**src/rtl/riscv_mul_sequencer.sv**
```systemverilog
// Multi-cycle sequencer between EX and a combinational XLEN x XLEN multiplier:
// holds registered operands for MUL_CYCLES cycles, stalls EX, and caches the last result.
module riscv_mul_sequencer #(
  parameter int MUL_CYCLES = 2,
  parameter int XLEN       = 64
) (
  input  logic            i_riscv_mulseq_clk,
  input  logic            i_riscv_mulseq_rst_n,
  input  logic            i_riscv_mulseq_valid,
  input  logic [2:0]      i_riscv_mulseq_mulctrl,
  input  logic            i_riscv_mulseq_wordop,
  input  logic [XLEN-1:0] i_riscv_mulseq_rs1data,
  input  logic [XLEN-1:0] i_riscv_mulseq_rs2data,
  input  logic            i_riscv_mulseq_flush,
  output logic            o_riscv_mulseq_stall,
  output logic            o_riscv_mulseq_done,
  output logic [XLEN-1:0] o_riscv_mulseq_result,
  output logic [XLEN-1:0] o_riscv_mulseq_mul_rs1,
  output logic [XLEN-1:0] o_riscv_mulseq_mul_rs2,
  output logic [2:0]      o_riscv_mulseq_mul_ctrl,
  input  logic [XLEN-1:0] i_riscv_mulseq_product
);

  typedef enum logic [1:0] {S_IDLE, S_BUSY, S_DONE} state_e;
  localparam int CNT_W = (MUL_CYCLES > 1) ? $clog2(MUL_CYCLES) : 1;

  state_e            state_q, state_d;
  logic [CNT_W-1:0]  cnt_q, cnt_d;
  logic              w_q, w_d;
  logic [XLEN-1:0]   mul_rs1_q, mul_rs1_d, mul_rs2_q, mul_rs2_d;
  logic [2:0]        mul_ctrl_q, mul_ctrl_d;
  logic [XLEN-1:0]   result_q, result_d;
  logic              cache_vld_q, cache_vld_d;
  logic [XLEN-1:0]   cache_rs1_q, cache_rs1_d, cache_rs2_q, cache_rs2_d;
  logic [2:0]        cache_ctrl_q, cache_ctrl_d;
  logic              cache_w_q, cache_w_d;
  logic [XLEN-1:0]   cache_res_q, cache_res_d;

  logic req, w_in, hit, accept;
  logic [XLEN-1:0] final_product;

  assign req    = i_riscv_mulseq_valid & i_riscv_mulseq_mulctrl[2];
  assign w_in   = i_riscv_mulseq_wordop & (i_riscv_mulseq_mulctrl == 3'b100);
  assign accept = (state_q == S_IDLE) & req & ~i_riscv_mulseq_flush;
  assign hit    = cache_vld_q
                & (i_riscv_mulseq_rs1data == cache_rs1_q)
                & (i_riscv_mulseq_rs2data == cache_rs2_q)
                & (i_riscv_mulseq_mulctrl == cache_ctrl_q)
                & (w_in == cache_w_q);
  // MULW keeps the low word and sign-extends it to XLEN.
  assign final_product = w_q ? {{(XLEN-32){i_riscv_mulseq_product[31]}}, i_riscv_mulseq_product[31:0]}
                             : i_riscv_mulseq_product;

  always_ff @(posedge i_riscv_mulseq_clk or negedge i_riscv_mulseq_rst_n) begin
    if (!i_riscv_mulseq_rst_n) begin
      state_q      <= S_IDLE;
      cnt_q        <= '0;
      w_q          <= 1'b0;
      mul_rs1_q    <= '0;
      mul_rs2_q    <= '0;
      mul_ctrl_q   <= 3'b000;
      result_q     <= '0;
      cache_vld_q  <= 1'b0;
      // NOTE: the cache key/data are only qualified by cache_vld_q, but resetting them keeps
      // every output and compare deterministic out of reset for a handful of flops.
      cache_rs1_q  <= '0;
      cache_rs2_q  <= '0;
      cache_ctrl_q <= 3'b000;
      cache_w_q    <= 1'b0;
      cache_res_q  <= '0;
    end else begin
      // NOTE: non-blocking so every flop samples the pre-edge value of every other flop.
      state_q      <= state_d;
      cnt_q        <= cnt_d;
      w_q          <= w_d;
      mul_rs1_q    <= mul_rs1_d;
      mul_rs2_q    <= mul_rs2_d;
      mul_ctrl_q   <= mul_ctrl_d;
      result_q     <= result_d;
      cache_vld_q  <= cache_vld_d;
      cache_rs1_q  <= cache_rs1_d;
      cache_rs2_q  <= cache_rs2_d;
      cache_ctrl_q <= cache_ctrl_d;
      cache_w_q    <= cache_w_d;
      cache_res_q  <= cache_res_d;
    end
  end

  always_comb begin
    // NOTE: default first so every path assigns state_d and no latch is inferred.
    state_d = state_q;
    unique case (state_q)
      S_IDLE: if (accept) state_d = hit ? S_DONE : S_BUSY;
      S_BUSY: begin
        if (i_riscv_mulseq_flush)  state_d = S_IDLE;
        else if (cnt_q == '0)      state_d = S_DONE;
      end
      S_DONE:  state_d = S_IDLE;
      default: state_d = S_IDLE;
    endcase
  end

  always_comb begin
    cnt_d        = cnt_q;
    w_d          = w_q;
    mul_rs1_d    = mul_rs1_q;
    mul_rs2_d    = mul_rs2_q;
    mul_ctrl_d   = mul_ctrl_q;
    result_d     = result_q;
    cache_vld_d  = cache_vld_q;
    cache_rs1_d  = cache_rs1_q;
    cache_rs2_d  = cache_rs2_q;
    cache_ctrl_d = cache_ctrl_q;
    cache_w_d    = cache_w_q;
    cache_res_d  = cache_res_q;
    if (accept) begin
      mul_rs1_d  = i_riscv_mulseq_rs1data;
      mul_rs2_d  = i_riscv_mulseq_rs2data;
      mul_ctrl_d = i_riscv_mulseq_mulctrl;
      w_d        = w_in;
      if (hit) result_d = cache_res_q;
      else     cnt_d    = CNT_W'(MUL_CYCLES - 1);
    end else if (state_q == S_BUSY && !i_riscv_mulseq_flush) begin
      if (cnt_q != '0) begin
        cnt_d = cnt_q - 1'b1;
      end else begin
        result_d     = final_product;
        cache_vld_d  = 1'b1;
        cache_rs1_d  = mul_rs1_q;
        cache_rs2_d  = mul_rs2_q;
        cache_ctrl_d = mul_ctrl_q;
        cache_w_d    = w_q;
        cache_res_d  = final_product;
      end
    end
  end

  always_comb begin
    o_riscv_mulseq_stall = req & ~i_riscv_mulseq_flush & (state_q != S_DONE);
    o_riscv_mulseq_done  = (state_q == S_DONE);
  end

  assign o_riscv_mulseq_result   = result_q;
  assign o_riscv_mulseq_mul_rs1  = mul_rs1_q;
  assign o_riscv_mulseq_mul_rs2  = mul_rs2_q;
  assign o_riscv_mulseq_mul_ctrl = mul_ctrl_q;

endmodule
```
**config.mk**
```make
export PLATFORM = sky130hd
export DESIGN_NAME = riscv_mul_sequencer
export DESIGN_NICKNAME = d
export VERILOG_FILES = /design/src/rtl/riscv_mul_sequencer.sv
export SDC_FILE = /design/constraint.sdc
export NUM_CORES = 1
export LEC_CHECK = 0
export BUFFER_PORTS_ARGS = -buffer_cell sky130_fd_sc_hd__buf_2
export CAP_MARGIN = 10
export CORE_UTILIZATION = 54
export DETAILED_ROUTE_END_ITERATION = 10
export MAX_ROUTING_LAYER = met4
export PLACE_DENSITY_LB_ADDON = 0.15
export SLEW_MARGIN = 40
export SYNTH_ARGS = -nofsm -noshare
export SYNTH_HDL_FRONTEND = slang
export SYNTH_SLANG_ARGS = --single-unit
```
**constraint.sdc**
```tcl
create_clock -name i_riscv_mulseq_clk -period 3 [get_ports i_riscv_mulseq_clk]
set_input_delay 0.45 -clock i_riscv_mulseq_clk [delete_from_list [all_inputs] [get_ports i_riscv_mulseq_clk]]
set_output_delay 0.45 -clock i_riscv_mulseq_clk [all_outputs]
set_load 0.02 [all_outputs]
```
==> flow_metrics.tcl, run 1 <==
set metrics [dict create \
    slowest_delay_ps 530 \
    clk_latency_ps 540 \
    path_class "reg -> reg" \
    synth_fp_nets 1731 \
    yosysSeqAreaShare_pct 59.5 \
    cts_root_buf "clkbuf_16" \
    wl_met1_um 18300 \
    final_hold_viol_count 0 \
    final_core_util_pct 68.9 \
    slew_headroom_pct 49.2 \
    hpwl_um 30300 \
    internal_power_uw 13300 \
    setup_ws_ps 148 \
    hold_path_class "in -> reg" \
    grt_pass1_wl_um 68100 \
    highest_layer "met4" \
    yosys_warnings 0 \
    drc 0 \
    path_cells "xor2_1, nor4_1, buf_4, nand4_1, nor4_2, nand4_1, or2_2, buf_12, o221a_1" \
    max_freq_mhz 351 \
    critical-path-top-delay-family "simple AND/OR/NAND/NOR gates" \
    grt_overflow 0 \
    p_comb_share_pct 29.2 \
    worstSetupStartpointType "flop" \
    skew_ps 15.5 \
    wl_met2_um 21400 \
    dp_slack_ps -144 \
    die_x_um 178 \
    clock_sinks 396 \
    power_frac_seq_pct 44.2 \
    drive_above_1_share_pct 32.6 \
    ys_ff_latch 396 \
    wirelength_um 43900 \
    avgSynthCellArea_sq_um 10.9 \
    netlist_top_cells_count "nand2_1 (553), dfrtp_1 (396), mux2_2 (128)" \
    cap_violations 0 \
    p_switching_uw 6690 \
    cp-startpoint "cache_rs2_q[59]" \
    synth-edff-count 0 \
    clk_pin_slew_ps 60 \
    holdCritStartpoint "i_riscv_mulseq_product[9]" \
    viasPerCell 5.34 \
    cts_tree "built" \
    cellPowerDensity_nw_per_um2 965 \
    syn_area_sq_um 16700 \
    rsz0062_at_grt "no" \
    coreArea_sq_um 30000 \
    nets 2121 \
    synth_flop_cell "dfrtp_1" \
    p_leak_uw 0.0104 \
    ir_drop_mv 0.594 \
    portBuffers 396 \
    cts_buffer_depth 3 \
    synth_top_cell_by_area "dfrtp_1" \
    first_iter_violations 778 \
    yosys.area.top_type_share_pct 59.5 \
    wl_per_cell_um 18.6 \
    setup_viol 0 \
    gp_congestion 0.833 \
    syn_inst 1531 \
    syn2layout_area_growth_pct 24.1 \
    status "finished, final reports clean" \
    fin_crit_sh_pct 95.1 \
    grt_usage_pct 28.9 \
    synth-async-reset-ratio_pct 100 \
    synth_cell_type_count 35 \
    antenna_found_initial 11 \
    io_pins 397 \
    crit_path_end_kind "flop" \
    path_buf_inv 2 \
    grt_pass1_vias 12700 \
    cp_common_cell "nand4_1" \
    clkPwrFrac_pct 26.6 \
    r2r-start "cache_rs2_q[59]" \
    antenna_left 0 \
    met3_length_um 3090 \
    p_sw_share_pct 33.5 \
    die_y_um 178 \
    htreeDepth 2 \
    period_minus_slack_ps 2850 \
    drv_slew 0 \
    row_count 63 \
    cp.required_ps 3410 \
    vias 12600 \
    slowest_stage "nor4_1" \
    dieArea_sq_um 31600 \
    cts_setup_buffers 0 \
    tightest_slew_ps 761 \
    initial_core_util_pct 55.5 \
    firstDrtPassIters 5 \
    critical_path_arrival_ps 3260 \
    synth.most_common_cell "nand2_1" \
    cts_made_buffers 42 \
    grt_max_degree 134 \
    ys_top_cells_by_area "dfrtp_1 (59%), nand2_1 (12%), mux2_2 (8.7%), xor2_1 (4.8%), o221a_1 (4.1%)" \
    cp_max_fo 28 \
]
-- worst min-delay path, cell delays in order --
cell and delay (ps):
buf_2 90, nand2_1 40, nand2_1 40
-- logic make-up after synthesis --
family | after synthesis | synth area share, %
compound gates | 143 | 7.35
xor+xnor | 125 | 6.57
buf+inv | 92 | 2.43
flops | 396 | 59.5
mux | 128 | 8.65
simple gates | 647 | 15.5
-- routing by layer --
metal / vias to the layer above / GRT usage [%]
li1: 5908 / -
met3: 75 / 7.11
met5: - / -
met4: 0 / 8.40
met2: 395 / 47.1
met1: 6186 / 35.9
-- final timing paths --
check / end / slack, ps / depth (start not counted)
worst max-delay path: o_riscv_mulseq_result[29] / 150 / 9
worst min-delay path: cache_res_q[9] / 130 / 3
worst max register to register: o_riscv_mulseq_result[29] / 150 / 9
worst min register to register: cache_vld_q / 470 / 1
max in group asynchronous: cache_res_q[39] / 1570 / 3
min in group asynchronous: o_riscv_mulseq_result[15] / 470 / 2
-- what timing repair did --
action,CTS,global route
pin swaps,0,0
hold endpoints to repair,66,0
gates resized for setup,1,2
hold buffers,1,0
endpoints found under the setup margin,1,64
cloned,0,0
-- per-stage QoR --
| step | setup TNS, ps | hold WS [ps] | power [uW] | area [sq um] | cells |
|---|---|---|---|---|---|
| CTS | 0 | 111 | 20100 | 20600 | 2343 |
| detailed placement | -7240 | 454 | 14700 | 19200 | 2266 |
| floorplan | 0 | 154 | 12500 | 16700 | 1531 |
| global route | 0 | 120 | 21100 | 20700 | 2354 |
| global placement | -7630 | 449 | 14500 | 19200 | 2266 |
| finish | 0 | 131 | 20000 | 20700 | 2355 |
-- cell usage in the layout (no fill, tap or decap), types with 11 or more instances in the layout --
cell / Yosys / layout
xor2_1: 92 / 92
nor2_1: 35 / 34
clkbuf_8: 0 / 14
clkbuf_1: 72 / 12
mux2_2: 128 / 128
dfrtp_1: 396 / 396
buf_4: 1 / 22
nand2_1: 553 / 553
xnor2_1: 33 / 33
diode_2: 0 / 12
buf_2: 2 / 395
o21a_1: 32 / 32
clkbuf_16: 0 / 45
o221a_1: 60 / 60
nor4_1: 26 / 23
buf_12: 0 / 11
nand4_1: 15 / 15
a21oi_1: 32 / 32
-- final cells by class --
cell class | count | area [sq um]
Antenna cell | 12 | 30.0
Clock buffer | 71 | 1360
Clock inverter | 5 | 75.1
Fill cell | 2298 | 9350
Inverter | 7 | 26.3
Multi-Input combinational cell | 1043 | 6390
Sequential cell | 396 | 9910
Tap cell | 390 | 488
Timing Repair Buffer | 431 | 2400
-- state kept, by name (all words and copies together), names as in the netlist --
register,cells
cache_rs1_q,64
o_riscv_mulseq_mul_ctrl,3
state_q,2
w_q,1
o_riscv_mulseq_mul_rs2,64
cache_w_q,1
o_riscv_mulseq_result,64
cache_rs2_q,64
cnt_q,1
o_riscv_mulseq_mul_rs1,64
cache_vld_q,1
cache_res_q,64
cache_ctrl_q,3
-- power by group through the flow --
stage	Clock, uW	Combinational, uW	Sequential (uW)
finish	5300	5830	8830
global route	5600	6410	9090
CTS	5400	5900	8820
detailed placement	0	5850	8900
global placement	0	5710	8780
floorplan	0	2740	9730
No activity file was read; power rests on OpenSTA's default activity.
==> run 2: changes to the inputs <==
--- a/config.mk
+++ b/config.mk
@@ -8,6 +8,7 @@
 export BUFFER_PORTS_ARGS = -buffer_cell sky130_fd_sc_hd__buf_2
 export CAP_MARGIN = 10
 export CORE_UTILIZATION = 54
+export CTS_BUF_LIST = sky130_fd_sc_hd__clkbuf_16
 export DETAILED_ROUTE_END_ITERATION = 10
 export MAX_ROUTING_LAYER = met4
 export PLACE_DENSITY_LB_ADDON = 0.15
==> flow_metrics.tcl, run 2 (synthesis results as in run 1) <==
set metrics [dict create \
    clk_latency_ps 540 \
    status "finished, final reports clean" \
    initial_core_util_pct 55.5 \
    final_cell_mix "nand2_1 (553), dfrtp_1 (396), buf_2 (395)" \
    layoutNonFillerInstCount 2355 \
    hpwl_um 30300 \
    portBuffers 396 \
    ir_drop_mv 0.583 \
    die_x_um 178 \
    drc 0 \
    rsz0062_at_grt "no" \
    period_minus_slack_ps 2850 \
    setup_viol 0 \
    drive_above_1_share_pct 31.9 \
    gp_congestion 0.833 \
    dieArea_sq_um 31600 \
    wirelength_um 43800 \
    cts_tree "built" \
    slowest_delay_ps 580 \
    firstDrtPassIters 5 \
    cp_max_fo 28 \
    slowest_stage "nor4_1" \
    critical_path_arrival_ps 3270 \
    row_count 63 \
    fin_crit_sh_pct 95.1 \
    cts_buffer_depth 3 \
    final_hold_viol_count 0 \
    fillerInstances 2334 \
    io_pins 397 \
    p_leak_uw 0.0104 \
    drv_slew 0 \
    hold_path_class "in -> reg" \
    regArea_sq_um 9910 \
    syn2layout_area_growth_pct 23.3 \
    grt_max_degree 134 \
    final_common_cell "nand2_1" \
    skew_ps 16.4 \
    nets 2121 \
    clk_pin_slew_ps 60 \
    clock_sinks 396 \
    grt_pass1_vias 12600 \
    crit_path_end_kind "flop" \
    vias 12600 \
    grt_usage_pct 28.8 \
    cts_root_buf "clkbuf_16" \
    path_class "reg -> reg" \
    multi_input_area_sq_um 6390 \
    cp_common_cell "nand4_1" \
    htreeDepth 2 \
    setup_ws_ps 147 \
    antenna_left 0 \
    dp_slack_ps -144 \
    holdWs_ps 127 \
    slew_headroom_pct 50.3 \
    max_freq_mhz 351 \
    die_y_um 178 \
    path_cells "xor2_1, nor4_1, buf_4, nand4_1, nor4_2, nand4_1, or2_2, buf_12, o221a_1" \
    cp.required_ps 3410 \
    grt_pass1_wl_um 67900 \
    cap_violations 0 \
    cellPowerDensity_nw_per_um2 952 \
    tightest_slew_ps 746 \
    antenna_found_initial 11 \
    worstSetupStartpointType "flop" \
    grt_overflow 0 \
    first_iter_violations 832 \
    wl_per_cell_um 18.6 \
    dp.cells 2266 \
    viasPerCell 5.35 \
    cts_made_buffers 42 \
    coreArea_sq_um 30000 \
]
[run 2: cell count changes in the layout (fill, tap and decap cells not counted)]
cell      change
clkbuf_8     -14
clkbuf_1     -12
clkinv_1     +14
inv_1        +12
[run 2: worst max-delay path: cells and delay by family, from the launching register on]
family / cells / cell delay [ps]
XOR/XNOR: 1 / 170
AO/OA/AOI/OAI: 1 / 260
AND/OR/NAND/NOR: 5 / 1480
flip-flops: 1 / 380
buffers and inverters: 2 / 430
[run 2: metrics by stage]
| stage | utilization (%) | total power (uW) | TNS, ps | cell area, sq um |
|---|---|---|---|---|
| finish | 68.4 | 19500 | 0 | 20500 |
| global placement | 63.9 | 14500 | -7630 | 19200 |
| CTS | 68.2 | 19700 | 0 | 20500 |
| floorplan | - | 12500 | 0 | 16700 |
| detailed placement | 63.9 | 14700 | -7240 | 19200 |
| global route | 68.4 | 20700 | 0 | 20500 |
[run 2: final cells by class]
| class | count | share of cell area, % |
|---|---|---|
| Sequential cell | 396 | 48.2 |
| Multi-Input combinational cell | 1043 | 31.1 |
| Timing Repair Buffer | 431 | 11.7 |
| Clock buffer | 45 | 5.48 |
| Tap cell | 390 | 2.38 |
| Clock inverter | 31 | 0.841 |
| Antenna cell | 12 | 0.146 |
| Inverter | 7 | 0.128 |
[run 2: final timing paths]
kind                                           start                    endpoint  slack [ps]  depth (start not counted)
min in group asynchronous       i_riscv_mulseq_rst_n   o_riscv_mulseq_result[15]         480                          2
hold reg to reg                          cache_vld_q                 cache_vld_q         470                          1
setup reg to reg                     cache_rs2_q[45]   o_riscv_mulseq_result[29]         150                          9
max in group asynchronous       i_riscv_mulseq_rst_n  o_riscv_mulseq_mul_ctrl[0]        1590                          3
hold / removal             i_riscv_mulseq_product[9]              cache_res_q[9]         130                          3
setup / recovery                     cache_rs2_q[45]   o_riscv_mulseq_result[29]         150                          9
[run 2: routing by layer]
layer  up-vias  GRT usage, %  wire, um
li1       5909             -         -
met4         0          8.37      1070
met5         -             -         0
met1      6191          36.1     17900
met3        69          6.92      3310
met2       429          46.6     21500
[run 2: what timing repair did]
| item | 4_1_cts | 5_1_grt |
|---|---|---|
| hold buffers | 1 | 0 |
| setup buffers | 0 | 0 |
| hold endpoints to repair | 66 | 0 |
| resized for setup | 1 | 2 |
| setup endpoints to repair | 1 | 64 |
[run 2: power by group]
| part | internal [uW] | switching (uW) |
|---|---|---|
| logic | 2550 | 3270 |
| clock network | 2850 | 2050 |
| registers | 7470 | 1360 |
==> run 3: changes to the inputs <==
--- a/config.mk
+++ b/config.mk
@@ -7,6 +7,7 @@
 export LEC_CHECK = 0
 export BUFFER_PORTS_ARGS = -buffer_cell sky130_fd_sc_hd__buf_2
 export CAP_MARGIN = 10
+export CORE_ASPECT_RATIO = 1.5
 export CORE_UTILIZATION = 54
 export CTS_BUF_LIST = sky130_fd_sc_hd__clkbuf_16
 export DETAILED_ROUTE_END_ITERATION = 10
==> flow_metrics.tcl, run 3 (synthesis results as in run 1) <==
set metrics [dict create \
    ir_drop_mv 0.637 \
    vias 12500 \
    hold_path_class "in -> reg" \
    final_cell_mix "nand2_1 (553), dfrtp_1 (396), buf_2 (395)" \
    final_hold_viol_count 0 \
    p_leak_uw 0.0103 \
    gp_congestion 0.855 \
    status "finished, final reports clean" \
    cp.required_ps 3420 \
    r2r-start "cache_rs1_q[30]" \
    cts_made_buffers 38 \
    row_count 78 \
    final_common_cell "nand2_1" \
    dieArea_sq_um 31600 \
    cp-startpoint "cache_rs1_q[30]" \
    period_minus_slack_ps 2840 \
    portBuffers 396 \
    dp_slack_ps -411 \
    antenna_found_initial 10 \
    critical_path_arrival_ps 3260 \
    first_iter_violations 596 \
    wirelength_um 43400 \
    clk_latency_ps 540 \
    cp_common_cell "buf_4" \
    grt_overflow 0 \
    path_class "reg -> reg" \
    antenna_left 0 \
    drive_above_1_share_pct 32.0 \
    path_cells "xor2_1, nor4_2, buf_4, nand4_1, nor4_1, buf_4, nand4_1, or2_2, buf_4, o221a_2" \
    grt_pass1_wl_um 67700 \
    grt_pass1_vias 12600 \
    syn2layout_area_growth_pct 22.7 \
    tightest_slew_ps 817 \
    final_core_util_pct 67.6 \
    skew_ps 14.3 \
    internal_power_uw 12600 \
    slowest_stage "nor4_2" \
    viasPerCell 5.29 \
    cp_max_fo 13 \
    holdWs_ps 125 \
    initial_core_util_pct 55.1 \
    htreeDepth 2 \
    p_sw_share_pct 34.7 \
    p_switching_uw 6680 \
    nets 2118 \
    cts_buffer_depth 3 \
    cap_violations 0 \
    firstDrtPassIters 7 \
    die_y_um 217 \
    drv_slew 0 \
    fillerInstances 2377 \
    power_frac_seq_pct 45.8 \
    clkPwrFrac_pct 23.7 \
    crit_path_end_kind "flop" \
    io_pins 397 \
    cts_tree "built" \
    max_freq_mhz 352 \
    clock_sinks 396 \
    wl_per_cell_um 18.4 \
    coreArea_sq_um 30300 \
    holdCritStartpoint "i_riscv_mulseq_product[4]" \
    slew_headroom_pct 45.5 \
    clk_pin_slew_ps 70 \
    slowest_delay_ps 420 \
    fin_crit_sh_pct 94.8 \
    drc 0 \
    grt_usage_pct 28.5 \
    setup_ws_ps 156 \
    die_x_um 145 \
    setup_viol 0 \
    cts_root_buf "clkbuf_16" \
    cellPowerDensity_nw_per_um2 942 \
    rsz0062_at_grt "no" \
    p_comb_share_pct 30.4 \
    worstSetupStartpointType "flop" \
    grt_max_degree 127 \
    hpwl_um 30100 \
]
[run 3: power groups by stage]
stage	sequential (uW)	clock [uW]	combinational [uW]
6_report	8820	4570	5860
3_3_place_gp	8780	0	5700
2_1_floorplan	9730	0	2740
5_1_grt	9070	4860	6390
3_5_place_dp	8900	0	5840
4_1_cts	8820	4650	5920
[run 3: worst paths after layout]
| path | endpoint | slack (ps) | cells past startpoint |
|---|---|---|---|
| setup / recovery | o_riscv_mulseq_result[0] | 160 | 10 |
| max in group asynchronous | cache_rs2_q[61] | 1760 | 3 |
| hold / removal | cache_res_q[4] | 130 | 3 |
| setup reg to reg | o_riscv_mulseq_result[0] | 160 | 10 |
| hold reg to reg | cache_vld_q | 470 | 1 |
| min in group asynchronous | cache_res_q[46] | 410 | 2 |
[run 3: layout make-up]
type	count	area, sq um	area share (%)
diodes	11	27.5	0.135
clock inverters	28	178	0.869
multi-input cells	1043	6410	31.4
repair buffers	432	2410	11.8
well taps	400	500	2.45
clock buffers	39	976	4.77
inverters	7	26.3	0.129
flip-flops and latches	396	9910	48.5
[run 3: repair_timing]
action / CTS / global route
hold buffers: 1 / 0
endpoints found under the setup margin: 64 / 64
hold endpoints to repair: 39 / 0
buffers inserted: 0 / 0
resized for setup: 4 / 2
pin swaps: 0 / 0
[run 3: worst max-delay path: cells and delay by family, from the launching register on]
family                 cells  cell delay, ps
flip-flops                 1             390
buffers and inverters      3             560
AO/OA/AOI/OAI              1             250
AND/OR/NAND/NOR            5            1340
XOR/XNOR                   1             170
[run 3: routing by layer]
layer / global-route usage [%] / vias to the layer above / wire length (um)
li1: - / 5887 / -
met1: 33.4 / 6072 / 16900
met2: 48.7 / 430 / 22500
met3: 5.35 / 80 / 2640
met4: 10.8 / 0 / 1370
met5: - / - / 0
[run 3: through the flow]
step           cell area (sq um)  total power (uW)  setup TNS [ps]  std cells
6_report                   20400             19200               0       2356
5_1_grt                    20400             20300               0       2355
4_1_cts                    20400             19400               0       2345
3_5_place_dp               19200             14700          -25000       2277
3_3_place_gp               19200             14500          -25010       2277
2_1_floorplan              16700             12500               0       1531
